$ cat src/rtl/joypad_port_sequencer.sv
// Two-port NES controller sequencer at $4016/$4017: strobe latch, per-port
// load/shift/drained serialiser and a poll-complete pulse for the keyboard front end.
module joypad_port_sequencer #(
   parameter logic [15:0] ADDR_P1  = 16'h4016,
   parameter logic [15:0] ADDR_P2  = 16'h4017,
   parameter logic [7:0]  OPEN_BUS = 8'h40
) (
   input  logic        clk,
   input  logic        reset,
   input  logic        ENABLE,
   input  logic        WR,
   input  logic [15:0] addr,
   input  logic [7:0]  bus,
   input  logic [7:0]  pad1,
   input  logic [7:0]  pad2,
   output logic [7:0]  DATA,
   output logic        strobe,
   output logic        poll_done
);

   localparam int unsigned NPORTS = 2;
   localparam int unsigned CNT_W  = 4;
   localparam logic [CNT_W-1:0] CNT_LAST = CNT_W'(7);
   localparam logic [CNT_W-1:0] CNT_FULL = CNT_W'(8);

   typedef enum logic [1:0] {
      ST_LOAD,
      ST_SHIFT,
      ST_DRAINED
   } port_state_e;

   port_state_e      state_q [NPORTS];
   port_state_e      state_d [NPORTS];
   logic [7:0]       sr_q    [NPORTS];
   logic [7:0]       sr_d    [NPORTS];
   logic [CNT_W-1:0] cnt_q   [NPORTS];
   logic [CNT_W-1:0] cnt_d   [NPORTS];
   logic [7:0]       pad_c   [NPORTS];
   logic [NPORTS-1:0] rd_hit_c;

   logic [7:0] p1_q, p2_q;
   logic [7:0] data_q, data_d;
   logic       strobe_q, strobe_d;
   logic       poll_done_q, poll_done_d;
   logic       wr_p1_c;
   logic       unused_bus_bits;

   assign unused_bus_bits = ^bus[7:1];

   assign wr_p1_c     = ENABLE && WR && (addr == ADDR_P1);
   assign rd_hit_c[0] = ENABLE && !WR && (addr == ADDR_P1);
   assign rd_hit_c[1] = ENABLE && !WR && (addr == ADDR_P2);
   assign pad_c[0]    = p1_q;
   assign pad_c[1]    = p2_q;

   // State register, pad input stage and registered outputs
   always_ff @(posedge clk or posedge reset) begin
      if (reset) begin
         p1_q        <= 8'h00;
         p2_q        <= 8'h00;
         data_q      <= 8'h00;
         strobe_q    <= 1'b0;
         poll_done_q <= 1'b0;
         for (int i = 0; i < NPORTS; i++) begin
            state_q[i] <= ST_SHIFT;
            sr_q[i]    <= 8'h00;
            cnt_q[i]   <= '0;
         end
      end else begin
         p1_q        <= pad1;
         p2_q        <= pad2;
         data_q      <= data_d;
         strobe_q    <= strobe_d;
         poll_done_q <= poll_done_d;
         for (int i = 0; i < NPORTS; i++) begin
            state_q[i] <= state_d[i];
            sr_q[i]    <= sr_d[i];
            cnt_q[i]   <= cnt_d[i];
         end
      end
   end

   // Next-state: per-port serialiser, read data mux, strobe latch
   always_comb begin : next_state_p
      logic rd_bit;
      strobe_d    = strobe_q;
      data_d      = data_q;
      poll_done_d = 1'b0;
      rd_bit      = 1'b0;
      if (wr_p1_c) strobe_d = bus[0];

      for (int i = 0; i < NPORTS; i++) begin
         state_d[i] = state_q[i];
         sr_d[i]    = sr_q[i];
         cnt_d[i]   = cnt_q[i];
         rd_bit     = 1'b0;

         case (state_q[i])
            ST_LOAD: begin
               // Continuous reload, so the strobe-clear edge keeps the current snapshot
               sr_d[i]  = pad_c[i];
               cnt_d[i] = '0;
               rd_bit   = pad_c[i][7];
               if (wr_p1_c && !bus[0]) state_d[i] = ST_SHIFT;
            end
            ST_SHIFT: begin
               rd_bit = sr_q[i][7];
               if (rd_hit_c[i]) begin
                  sr_d[i]  = {sr_q[i][6:0], 1'b1};
                  cnt_d[i] = cnt_q[i] + CNT_W'(1);
                  if (cnt_q[i] == CNT_LAST) begin
                     state_d[i] = ST_DRAINED;
                     if (i == 0) poll_done_d = 1'b1;
                  end
               end
            end
            ST_DRAINED: begin
               sr_d[i]  = 8'hFF;
               cnt_d[i] = CNT_FULL;
               rd_bit   = 1'b1;
            end
            default: begin
               state_d[i] = ST_SHIFT;
            end
         endcase

         if (wr_p1_c && bus[0]) begin
            state_d[i] = ST_LOAD;
            sr_d[i]    = pad_c[i];
            cnt_d[i]   = '0;
         end

         if (rd_hit_c[i]) data_d = OPEN_BUS | {7'b0, rd_bit};
      end
   end

   assign DATA      = data_q;
   assign strobe    = strobe_q;
   assign poll_done = poll_done_q;

endmodule

$ cat config.mk
export PLATFORM = sky130hd
export DESIGN_NAME = joypad_port_sequencer
export DESIGN_NICKNAME = d
export VERILOG_FILES = /design/src/rtl/joypad_port_sequencer.sv
export SDC_FILE = /design/constraint.sdc
export NUM_CORES = 1
export LEC_CHECK = 0
export ABC_AREA = 1
export BUFFER_PORTS_ARGS = -buffer_cell sky130_fd_sc_hd__buf_2
export CORE_ASPECT_RATIO = 1.25
export CORE_UTILIZATION = 50
export DETAILED_ROUTE_END_ITERATION = 8
export GPL_TIMING_DRIVEN = 0
export PLACE_DENSITY = 0.76
export SYNTH_ARGS = -nofsm -noshare
export SYNTH_HDL_FRONTEND = slang
export SYNTH_SLANG_ARGS = --single-unit
export TNS_END_PERCENT = 1
$ cat constraint.sdc
create_clock -name clk -period 1.6 [get_ports clk]
set_input_delay 0.08 -clock clk [delete_from_list [all_inputs] [get_ports clk]]
set_output_delay 0.08 -clock clk [all_outputs]
set_load 0.05 [all_outputs]
==> results.toml <==
[power_and_ir_drop]
powerDensity_nw_per_um2 = 1420
p_comb_share_pct = 52.5
power_uw = 5140
intPower_uw = 3040
power_leakage_uw = 0.00203
p_switching_uw = 2100
seq_power_share_pct = 33.7
power_frac_clock_pct = 13.8
ir_drop_uv = 937
switching_share_pct = 40.9

[place]
routabilityCongestion = 0.849
dp_hpwl_mm = 4.35
dp.cells = 492
port_buffers = 40
place_area_sq_um = 3190
dpl_worst_slack_ns = -0.242

[timing]
hold_violations = 0
finalCritPeriodShare_pct = 103
clock-skew-final_ns = 0.00791
max_slew.worst_pin.slew_ns = 0.509
max_freq_ghz = 0.607
fin_ws_ns = -0.0471
fin_crit_ns = 1.65
slew-limit-headroom_pct = 66.0
rsz0062_at_grt = "yes"
finalSetupViolations = 6
drv_slew = 0

[critical_path]
critical_path_class = "reg2reg"
critPathLaunchType = "register"
rr_worst_depth = 8
r2r-start = "state_q[0]$_DFFE_PP1P_"
reg2reg_slack_ns = -0.05
path_max_fanout = 5
crit_required_ns = 1.85
cp.arrival_ns = 1.90
r2r_end = "sr_q[7]$_DFFE_PP0P_"
end_kind = "register"

[yosys]
synth-main-ff-cell = "dfrtp_1"
ys_seq_area_share_pct = 42.0
synth-edff-count = 0
postSynthCellCount = 382
synth_most_common_cell = "nand2_1"
avgSynthCellArea_sq_um = 7.51
netlist_area_sq_um = 2870
yosys_register_bits = 48
synth_largest_area_cell = "dfrtp_1"
yosys_warnings = 0
yosys-top-cells-count = "nand2_1, dfrtp_1, inv_1, nand3_1, nor2_1"
yosysUniqueCellTypes = 27
async_flop_share_pct = 100
synth_area_leaders = "dfrtp_1, nand2_1, nand3_1, inv_1, mux2i_1"
synth_top_area_share_pct = 40.1

[hold_path]
hold_start = "WR"
hold-path-cell-count = 4
min_path_type = "in2reg"
min_to = "poll_done$_DFF_PP0_"

[die]
die_w_um = 69.8
io_pins = 54
fp.dieArea_sq_um = 6050
core-area_sq_um = 5480
die_h_um = 86.7
num_rows = 30
start_util_pct = 52.4

[cells_and_area]
nNetsFinal = 508
antenna_cells = 0
fillerInstances = 461
drive_above_1_share_pct = 23.1
final-seq-area_sq_um = 1200
final_cell_area_sq_um = 3620
multi_input_area_sq_um = 1480
syn_to_final_growth_pct = 26.0
finalNonFillerCells = 518
finish.utilization_pct = 66.0

[detailed_routing]
dr.pass1.iters = 4
vias = 2718
drc = 0
ant_nets = 0
wire_per_inst_um = 13.0
drt-vias-per-instance = 5.25
routed_wl_mm = 6.74
drtIter0Drc = 116

[grt]
grt_pass1_vias = 2637
grt_pass1_wl_mm = 11.4
grt_usage_pct = 23.7
antenna_found_initial = 0
grt_overflow = 0
grt_start_max_net_pins = 27

[cts]
clock_latency_ns = 0.31
clockBufferDepth = 2
clkSlewWorstSetupHoldPaths_ns = 0.09
cts_buffers = 5
cts_root_buf = "clkbuf_8"
cts_sinks = 48
cts_max_level = 2
tritoncts = "built"

[status]
status = "finished with violations"
violations = "negative setup slack"

[job]
cap_violations = 0
-- layout make-up --
cell class,instances,area share (%)
buffer,20,4.95
clock buffer,5,1.90
clock inverter,2,0.346
inverter,44,4.71
multi-input combinational,273,41.0
sequential,48,33.3
tap,64,2.21
timing repair buffer,62,11.6
-- cell families (layout without fill, tap and decap cells) --
family | count (synthesis) | after routing | share of synthesized area [%]
adder cells (fa/ha/maj) | 10 | 10 | 4.36
AND/OR/NAND/NOR | 220 | 220 | 33.4
buffers and inverters | 66 | 133 | 10.7
multiplexers | 14 | 14 | 4.88
AO/OA/AOI/OAI | 22 | 22 | 4.23
flip-flops | 48 | 48 | 42.0
other | 1 | 6 | 0.131
XOR/XNOR | 1 | 1 | 0.305
-- worst max-delay path, cell delays in order (launching register included) --
cell and delay [ns]:
dfstp_2 0.62, inv_4 0.07, ha_4 0.30, buf_8 0.13, mux2i_2 0.22, nand2_1 0.08, nand2_1 0.07, nand3_1 0.06
nand2_1 0.06
-- state kept, by name (all words and copies together), names as in the netlist --
| name | count |
|---|---|
| poll_done | 1 |
| DATA | 2 |
| p2_q | 8 |
| cnt_q | 8 |
| sr_q | 16 |
| strobe | 1 |
| p1_q | 8 |
| state_q | 4 |
-- metrics by stage --
stage          hold slack [ns]  setup TNS (ns)
2_1_floorplan            0.111          -0.299
3_3_place_gp             0.187          -14.91
3_5_place_dp             0.137           -5.35
4_1_cts                  0.210         -0.0644
5_1_grt                  0.282           -1.83
6_report                 0.229          -0.162
-- worst max-delay path by stage --
| stage | from | depth (start not counted) | end |
|---|---|---|---|
| finish | state_q[0]$_DFFE_PP1P_ | 8 | sr_q[7]$_DFFE_PP0P_ |
| global route | state_q[0]$_DFFE_PP1P_ | 8 | sr_q[7]$_DFFE_PP0P_ |
| CTS | state_q[0]$_DFFE_PP1P_ | 8 | sr_q[7]$_DFFE_PP0P_ |
| detailed placement | state_q[2]$_DFFE_PP1P_ | 8 | cnt_q[4]$_DFFE_PP0P_ |
| global placement | reset | 2 | cnt_q[2]$_DFFE_PP0P_ |
| floorplan | state_q[2]$_DFFE_PP1P_ | 8 | cnt_q[6]$_DFFE_PP0P_ |
-- layout by cell type (no fill, tap or decap), drive strengths merged --
cell,netlist,layout
a21oi,17,17
a31o,2,2
buf,18,64
clkbuf,4,6
clkinv,0,1
clkinvlp,0,1
conb,1,6
dfrtp,46,46
dfstp,2,2
dlygate4sd3,0,17
ha,10,10
inv,44,44
mux2i,14,14
nand2,133,133
nand3,41,41
nand4,4,4
nor2,38,38
nor3,1,1
o21ai,3,3
or2,3,3
xor2,1,1
-- power groups by stage --
stage	sequential, uW	combinational [uW]	clock (uW)
3_3_place_gp	1710	2130	0
4_1_cts	1700	2490	722
5_1_grt	1760	3010	765
3_5_place_dp	1720	2180	0
6_report	1730	2700	709
2_1_floorplan	1670	1770	0
-- per-layer routing --
layer | routed length, um | part of all wire [%] | GRT usage (%) | vias to the layer above
met5 | 0 | 0 | 0 | -
met4 | 161 | 2.4 | 11.3 | 0
met3 | 369 | 5.5 | 3.49 | 20
met2 | 3440 | 51 | 42.2 | 109
met1 | 2770 | 41 | 28.2 | 1274
li1 | - | - | - | 1315
-- repair_timing --
item                                    4_1_cts  5_1_grt
gates cloned                                  2        0
pin swaps                                     1       12
gates resized for setup                      22       17
endpoints found under the hold margin        37        0
setup buffers                                 2        0
hold buffers                                 17        0
endpoints found under the setup margin       29       29
Note: power is estimated with default switching activity, not from simulation.
